===== config.mk =====
export PLATFORM = sky130hd
export DESIGN_NAME = mem_arbiter
export DESIGN_NICKNAME = d
export VERILOG_FILES = /design/src/rtl/mem_arbiter.sv
export SDC_FILE = /design/constraint.sdc
export NUM_CORES = 1
export LEC_CHECK = 0
export CORE_AREA = 3 3 103 105
export CTS_CLUSTER_SIZE = 16
export DETAILED_ROUTE_END_ITERATION = 8
export DIE_AREA = 0 0 106 108
export PLACE_DENSITY = 0.82
export SYNTH_ARGS = -nofsm -noshare
export SYNTH_HDL_FRONTEND = slang
export SYNTH_SLANG_ARGS = --single-unit

===== constraint.sdc =====
create_clock -name clk -period 3.4 [get_ports clk]
set_input_delay 0.68 -clock clk [delete_from_list [all_inputs] [get_ports clk]]
set_output_delay 0.68 -clock clk [all_outputs]
set_load 0.01 [all_outputs]

===== src/rtl/mem_arbiter.sv =====
// Memory port arbiter between instruction fetch and the data port.
// Data has priority; a streak limit guarantees fetch progress.
module mem_arbiter #(
    parameter int ADDRESS_WIDTH = 32,
    parameter int DATA_WIDTH    = 32,
    parameter int MAX_DS_STREAK = 4
) (
    input  logic                     clk,
    input  logic                     reset,
    input  logic                     i_if_addr_valid,
    input  logic [ADDRESS_WIDTH-1:0] i_if_addr,
    output logic                     o_if_mem_valid,
    output logic [DATA_WIDTH-1:0]    o_if_mem_data,
    input  logic                     i_ds_req,
    input  logic                     i_ds_we,
    input  logic [ADDRESS_WIDTH-1:0] i_ds_addr,
    input  logic [DATA_WIDTH-1:0]    i_ds_wdata,
    output logic                     o_ds_done,
    output logic [DATA_WIDTH-1:0]    o_ds_rdata,
    output logic                     o_addr_valid,
    output logic [ADDRESS_WIDTH-1:0] o_addr,
    output logic                     o_we,
    output logic [DATA_WIDTH-1:0]    o_wdata,
    input  logic                     i_mem_valid,
    input  logic [DATA_WIDTH-1:0]    i_mem_data,
    output logic                     o_busy
);

    typedef enum logic [1:0] {
        IDLE   = 2'd0,
        GNT_IF = 2'd1,
        GNT_DS = 2'd2
    } state_t;

    state_t                   state;
    state_t                   state_n;
    logic [3:0]               ds_streak;
    logic [ADDRESS_WIDTH-1:0] addr_q;
    logic                     we_q;
    logic [DATA_WIDTH-1:0]    wdata_q;
    logic                     grant_if;
    logic                     grant_ds;
    logic                     if_starved;

    assign if_starved = i_if_addr_valid &&
                        (ds_streak == 4'(MAX_DS_STREAK));

    always_comb begin
        state_n  = state;
        grant_if = 1'b0;
        grant_ds = 1'b0;
        case (state)
            IDLE: begin
                if (i_ds_req && !if_starved) begin
                    grant_ds = 1'b1;
                    state_n  = GNT_DS;
                end else if (i_if_addr_valid) begin
                    grant_if = 1'b1;
                    state_n  = GNT_IF;
                end
            end
            GNT_IF, GNT_DS: begin
                if (i_mem_valid) state_n = IDLE;
            end
            default: state_n = IDLE;
        endcase
    end

    always_ff @(posedge clk) begin
        if (!reset) begin
            state     <= IDLE;
            ds_streak <= 4'd0;
            addr_q    <= '0;
            we_q      <= 1'b0;
            wdata_q   <= '0;
        end else begin
            state <= state_n;
            if (grant_if) begin
                ds_streak <= 4'd0;
                addr_q    <= i_if_addr;
                we_q      <= 1'b0;
                wdata_q   <= '0;
            end else if (grant_ds) begin
                // only count DS wins that actually kept fetch waiting
                if (i_if_addr_valid && ds_streak != 4'hF)
                    ds_streak <= ds_streak + 4'd1;
                addr_q  <= i_ds_addr;
                we_q    <= i_ds_we;
                wdata_q <= i_ds_wdata;
            end
        end
    end

    assign o_busy         = (state != IDLE);
    assign o_addr_valid   = o_busy;
    assign o_addr         = addr_q;
    assign o_we           = we_q;
    assign o_wdata        = wdata_q;
    assign o_if_mem_valid = (state == GNT_IF) && i_mem_valid;
    assign o_if_mem_data  = o_if_mem_valid ? i_mem_data : '0;
    assign o_ds_done      = (state == GNT_DS) && i_mem_valid;
    assign o_ds_rdata     = (o_ds_done && !we_q) ? i_mem_data : '0;

endmodule


## Yosys cells after proc, flatten, opt, wreduce, memory -nomap -nowiden

Cells that the tools add are included.
W data, S select, Z words.

- Bits in registers: 71
- Latch bits: 0
- RAM bits: 0
- Memory bits (read-only): 0
- Bits of input ports: 134
- Output and inout bits: 133
- Logic and storage cells: 41
- Memories: 0

- Add/sub/neg operators: 1
- Multiply operators: 0
- Divide/modulo/power cells: 0
- Magnitude comparators: 0
- Eq/ne operators: 6
- Shifts and indexed selects: 0
- Multiplexer cells: 13
- Bitwise operators: 1
- Reductions and logical operators: 15

Operator list:

| kind | count |
|---|---|
| $mux W32 | 4 |
| $logic_and A1 B1 Y1 | 6 |
| $mux W2 | 3 |
| $mux W1 | 5 |
| $add A4 B1 Y4 const B | 1 |
| $eq A4 B3 Y1 const B | 1 |
| $ne A4 B4 Y1 const B | 1 |
| $pmux W2 S2 | 1 |
| $reduce_and A2 Y1 | 2 |
| $reduce_bool A2 Y1 | 2 |
| $reduce_or A2 Y1 | 2 |
| $ne A3 B3 Y1 const B | 1 |
| $eq A2 B1 Y1 const B | 1 |
| $eq A2 B2 Y1 const B | 1 |
| $logic_not A1 Y1 | 2 |
| $logic_not A2 Y1 | 1 |
| $ne A2 B2 Y1 const B | 1 |
| $not A1 Y1 | 1 |

## Logic depth before layout (Yosys ltp)

- Depth after elaboration: 8
- Mapped depth: 8
- Mapped depth without buffers: 6

## Worst setup path before layout

No wires, ideal clock.

- Path type: input -> output
- From: in i_mem_valid
- To: out o_ds_rdata[10]
- Arrival: 1.485 ns
- Data required time: 2.720 ns
- Slack: 1.235 ns
- Stages on the path: 4
- Path buffers: 1
- Path through: and2_1 -> nor2b_1 -> clkbuf_1 -> and2_1

- Word-level cells in the longest chain between the ends: 3

RTL lines:

| what | line | text |
|---|---|---|
| start: declaration | 24 | `input logic i_mem_valid,` |
| $logic_and A1 B1 Y1 | 101 | `assign o_ds_done = (state == GNT_DS) && i_mem_valid;` |
| $logic_and A1 B1 Y1 | 102 | `assign o_ds_rdata = (o_ds_done && !we_q) ? i_mem_data : '0;` |
| $mux W32 | 102 |  |
| end: declaration | 19 | `output logic [DATA_WIDTH-1:0] o_ds_rdata,` |

Every way passes these cells.

## Final worst setup path

- From: in i_mem_valid
- To: out o_ds_rdata[4]

Same word-level chain as after synthesis.

==> flow_metrics.py <==
metrics = {
    "timing": {
        "fin_skew_ps": 9.39,
        "fin_crit_ps": 3100,
        "fmax_mhz": 322,
        "finalHoldViolCount": 0,
        "holdWs_ps": 453,
        "setup_viol": 0,
        "slew_headroom": 0.432,
        "rsz0062_at_grt": "false",
        "fin_ws_ps": 297,
        "worstMarginPinSlew_ps": 852,
        "fin_tns_setup_ps": 0,
        "drv_slew": 0,
        "finalCritPeriodShare": 0.913,
    },
    "synthesis": {
        "yosysSeqAreaShare": 0.429,
        "yosys_warnings": 0,
        "synth_edf_count": 0,
        "netlist_instances": 408,
        "avgSynthCellArea_um2": 8.12,
        "yosys.area.top_type": "dfxtp_1",
        "syn-num-nets": 547,
        "ys_async_sr_fraction": 0,
        "netlist.area_leader.share": 0.429,
        "synth_area_leaders": "dfxtp_1, nand2_1, a22oi_1",
        "syn_area_mm2": 0.00331,
        "ys_ff_latch": 71,
        "ys.flop_type": "dfxtp_1",
        "synth.distinct_cells": 32,
    },
    "cts": {
        "cts_setup_buffers": 0,
        "clockRootBuffer": "clkbuf_8",
        "clk_latency_ps": 340,
        "cts_tree": "yes",
        "clockBufferDepth": 2,
        "htree_levels": 3,
        "cts.clk_slew.worst_paths_ps": 70,
        "cts_hold_buf": 0,
        "cts_resized": 0,
        "cts.sink_count": 71,
        "numCtsBuffers": 9,
    },
    "layout": {
        "postLayoutCellArea_mm2": 0.00629,
        "drive_above_1_share": 0.0436,
        "syn_to_final_growth_pct": 89.8,
        "final_util": 0.646,
        "insertedDiodeCount": 0,
        "fill_cells": 805,
        "nNetsFinal": 799,
        "fin_cells": 798,
    },
    "routing": {
        "drt-total-wl_um": 12600,
        "post_drt_wl_per_cell_um": 15.7,
        "drtPass1Iterations": 6,
        "vias": 3847,
        "drt_iter0_markers": 205,
        "ant_nets": 0,
        "viasPerCell": 4.82,
        "drcViolationCount": 0,
    },
    "worst_setup_path": {
        "crit_chain": "clkdlybuf4s50_1 > and2_1 > nor2b_1 > buf_4 > and2_1 > clkdlybuf4s50_1",
        "critPathKind": "in2out",
        "crit_path_end_kind": "primary output",
        "crit_path_max_incr_delay_ps": 560,
        "cp_slowest_cell": "clkdlybuf4s50_1",
        "reg2reg_from": "state[1]",
        "critical_path_buf_inv_count": 3,
        "regToRegSetupSlack_ps": 1270,
        "crit_fanout": 32,
        "critPathTopFamily": "buffers and inverters",
        "crit_required_ps": 2720,
        "cp.arrival_ps": 2420,
        "r2r_end": "ds_streak[2]",
        "startpoint_type": "primary input",
        "reg2regPathDepth": 7,
    },
    "floorplanning": {
        "ios": 267,
        "rows": 36,
        "initial_core_util": 0.341,
        "die_w_um": 106,
        "core_area_mm2": 0.00973,
        "die_area_mm2": 0.0114,
        "die_h_um": 108,
    },
    "power_and_ir_drop": {
        "power.leakage_nw": 2.45,
        "p_per_area_mw_per_mm2": 386,
        "vdd_drop_max_mv": 0.270,
        "finalPower_mw": 2.42,
    },
    "global_routing": {
        "grt-ovfl-total": 0,
        "grt_usage": 0.213,
        "antenna_found_initial": 0,
        "grt_max_degree": 38,
        "grt_pass1_vias": 3892,
        "grt_first_pass_wirelength_um": 19300,
    },
    "flow_run": {
        "cap_violations": 0,
    },
    "worst_hold_path": {
        "whs_endpoint": "o_wdata[22]",
        "min-delay-path-class": "reg2reg",
        "min_from": "o_wdata[22]",
        "hold_depth": 2,
    },
    "place": {
        "place_inst": 782,
        "post_dp_cell_area_mm2": 0.00604,
        "dp_hpwl_um": 9680,
        "numPortBuffers": 266,
        "preCtsSetupSlack_ps": 292,
        "gp_congestion": 0.782,
    },
    "outcome": {
        "status": "finished clean",
    },
}
-- cell usage after synthesis (2+ instances only) --
cell type and instances:
nand2_1 98, dfxtp_1 71, a21oi_1 36, and2_1 35, and3_1 33, a22oi_1 32
a21boi_1 17, a21boi_0 15, clkbuf_1 14, buf_2 12, buf_4 8, inv_1 6
ha_1 5, nand3_1 3, nor2_1 3, nand4_1 2, nor2b_1 2, o21ai_0 2
-- state kept, by name (all words and copies together), names as in the netlist --
register	count
state	2
o_we	1
o_addr	32
ds_streak	4
o_wdata	32
-- worst max-delay path by stage --
stage	from	to	depth (start not counted)
after floorplan	i_mem_valid	o_ds_rdata[10]	4
after global placement	i_mem_valid	o_ds_rdata[3]	6
after detailed placement	i_mem_valid	o_ds_rdata[4]	6
after CTS	i_mem_valid	o_ds_rdata[4]	6
after global routing	i_mem_valid	o_ds_rdata[4]	6
final	i_mem_valid	o_ds_rdata[4]	6
-- cells in the final DEF (no fill, tap or decap), types with 2 or more instances in the layout --
master,synthesis,routed
a21boi_0,15,15
clkbuf_8,0,10
a21boi_1,17,17
nor2_1,3,3
a22oi_1,32,32
a21oi_1,36,36
bufinv_16,0,3
inv_1,6,6
dfxtp_1,71,71
nand2_1,98,98
ha_1,5,5
o21ai_0,2,2
nand4_1,2,2
clkdlybuf4s50_1,0,266
buf_4,8,9
and2_1,35,35
and3_1,33,32
nand3_1,3,3
nor2b_1,2,2
-- area by class of cell --
type                    instances  area [um^2]  share of cell area
clock buffers                  11          141              0.0225
inverters                       6         22.5             0.00358
flip-flops and latches         71         1420               0.226
well taps                     133          166              0.0265
multi-input cells             297         1700               0.271
clock inverters                 5          104              0.0165
repair buffers                275         2730               0.434
-- where the power goes --
part,internal (mW),switching [mW]
clock,0.509,0.321
combinational,0.377,0.284
sequential,0.898,0.0343
-- routing by layer --
metal / up-vias / track usage / routed length [um] / share of wire
li1: 1892 / - / - / -
met1: 1746 / 0.217 / 4700 / 0.37
met2: 177 / 0.388 / 6430 / 0.51
met3: 32 / 0.0734 / 991 / 0.079
met4: 0 / 0.104 / 449 / 0.036
met5: - / 0 / 0 / 0
-- worst register-to-register path: cells and delay by family, from the launching register on --
family | cells | cell delay (ps)
buffers and inverters | 2 | 470
DFF | 1 | 320
and+or+nand+nor | 3 | 490
AOI/OAI and AO/OA | 1 | 450
adders and majority gates | 1 | 280
-- cell families after synthesis --
kind of cell | Yosys count | synth area share
AO/OA/AOI/OAI | 107 | 0.216
flip-flops | 71 | 0.429
buffers and inverters | 40 | 0.0589
AND/OR/NAND/NOR | 183 | 0.271
adder cells (fa/ha/maj) | 5 | 0.0189
XOR/XNOR | 1 | 0.00264
multiplexers | 1 | 0.00302
No activity file was read; power rests on OpenSTA's default activity.
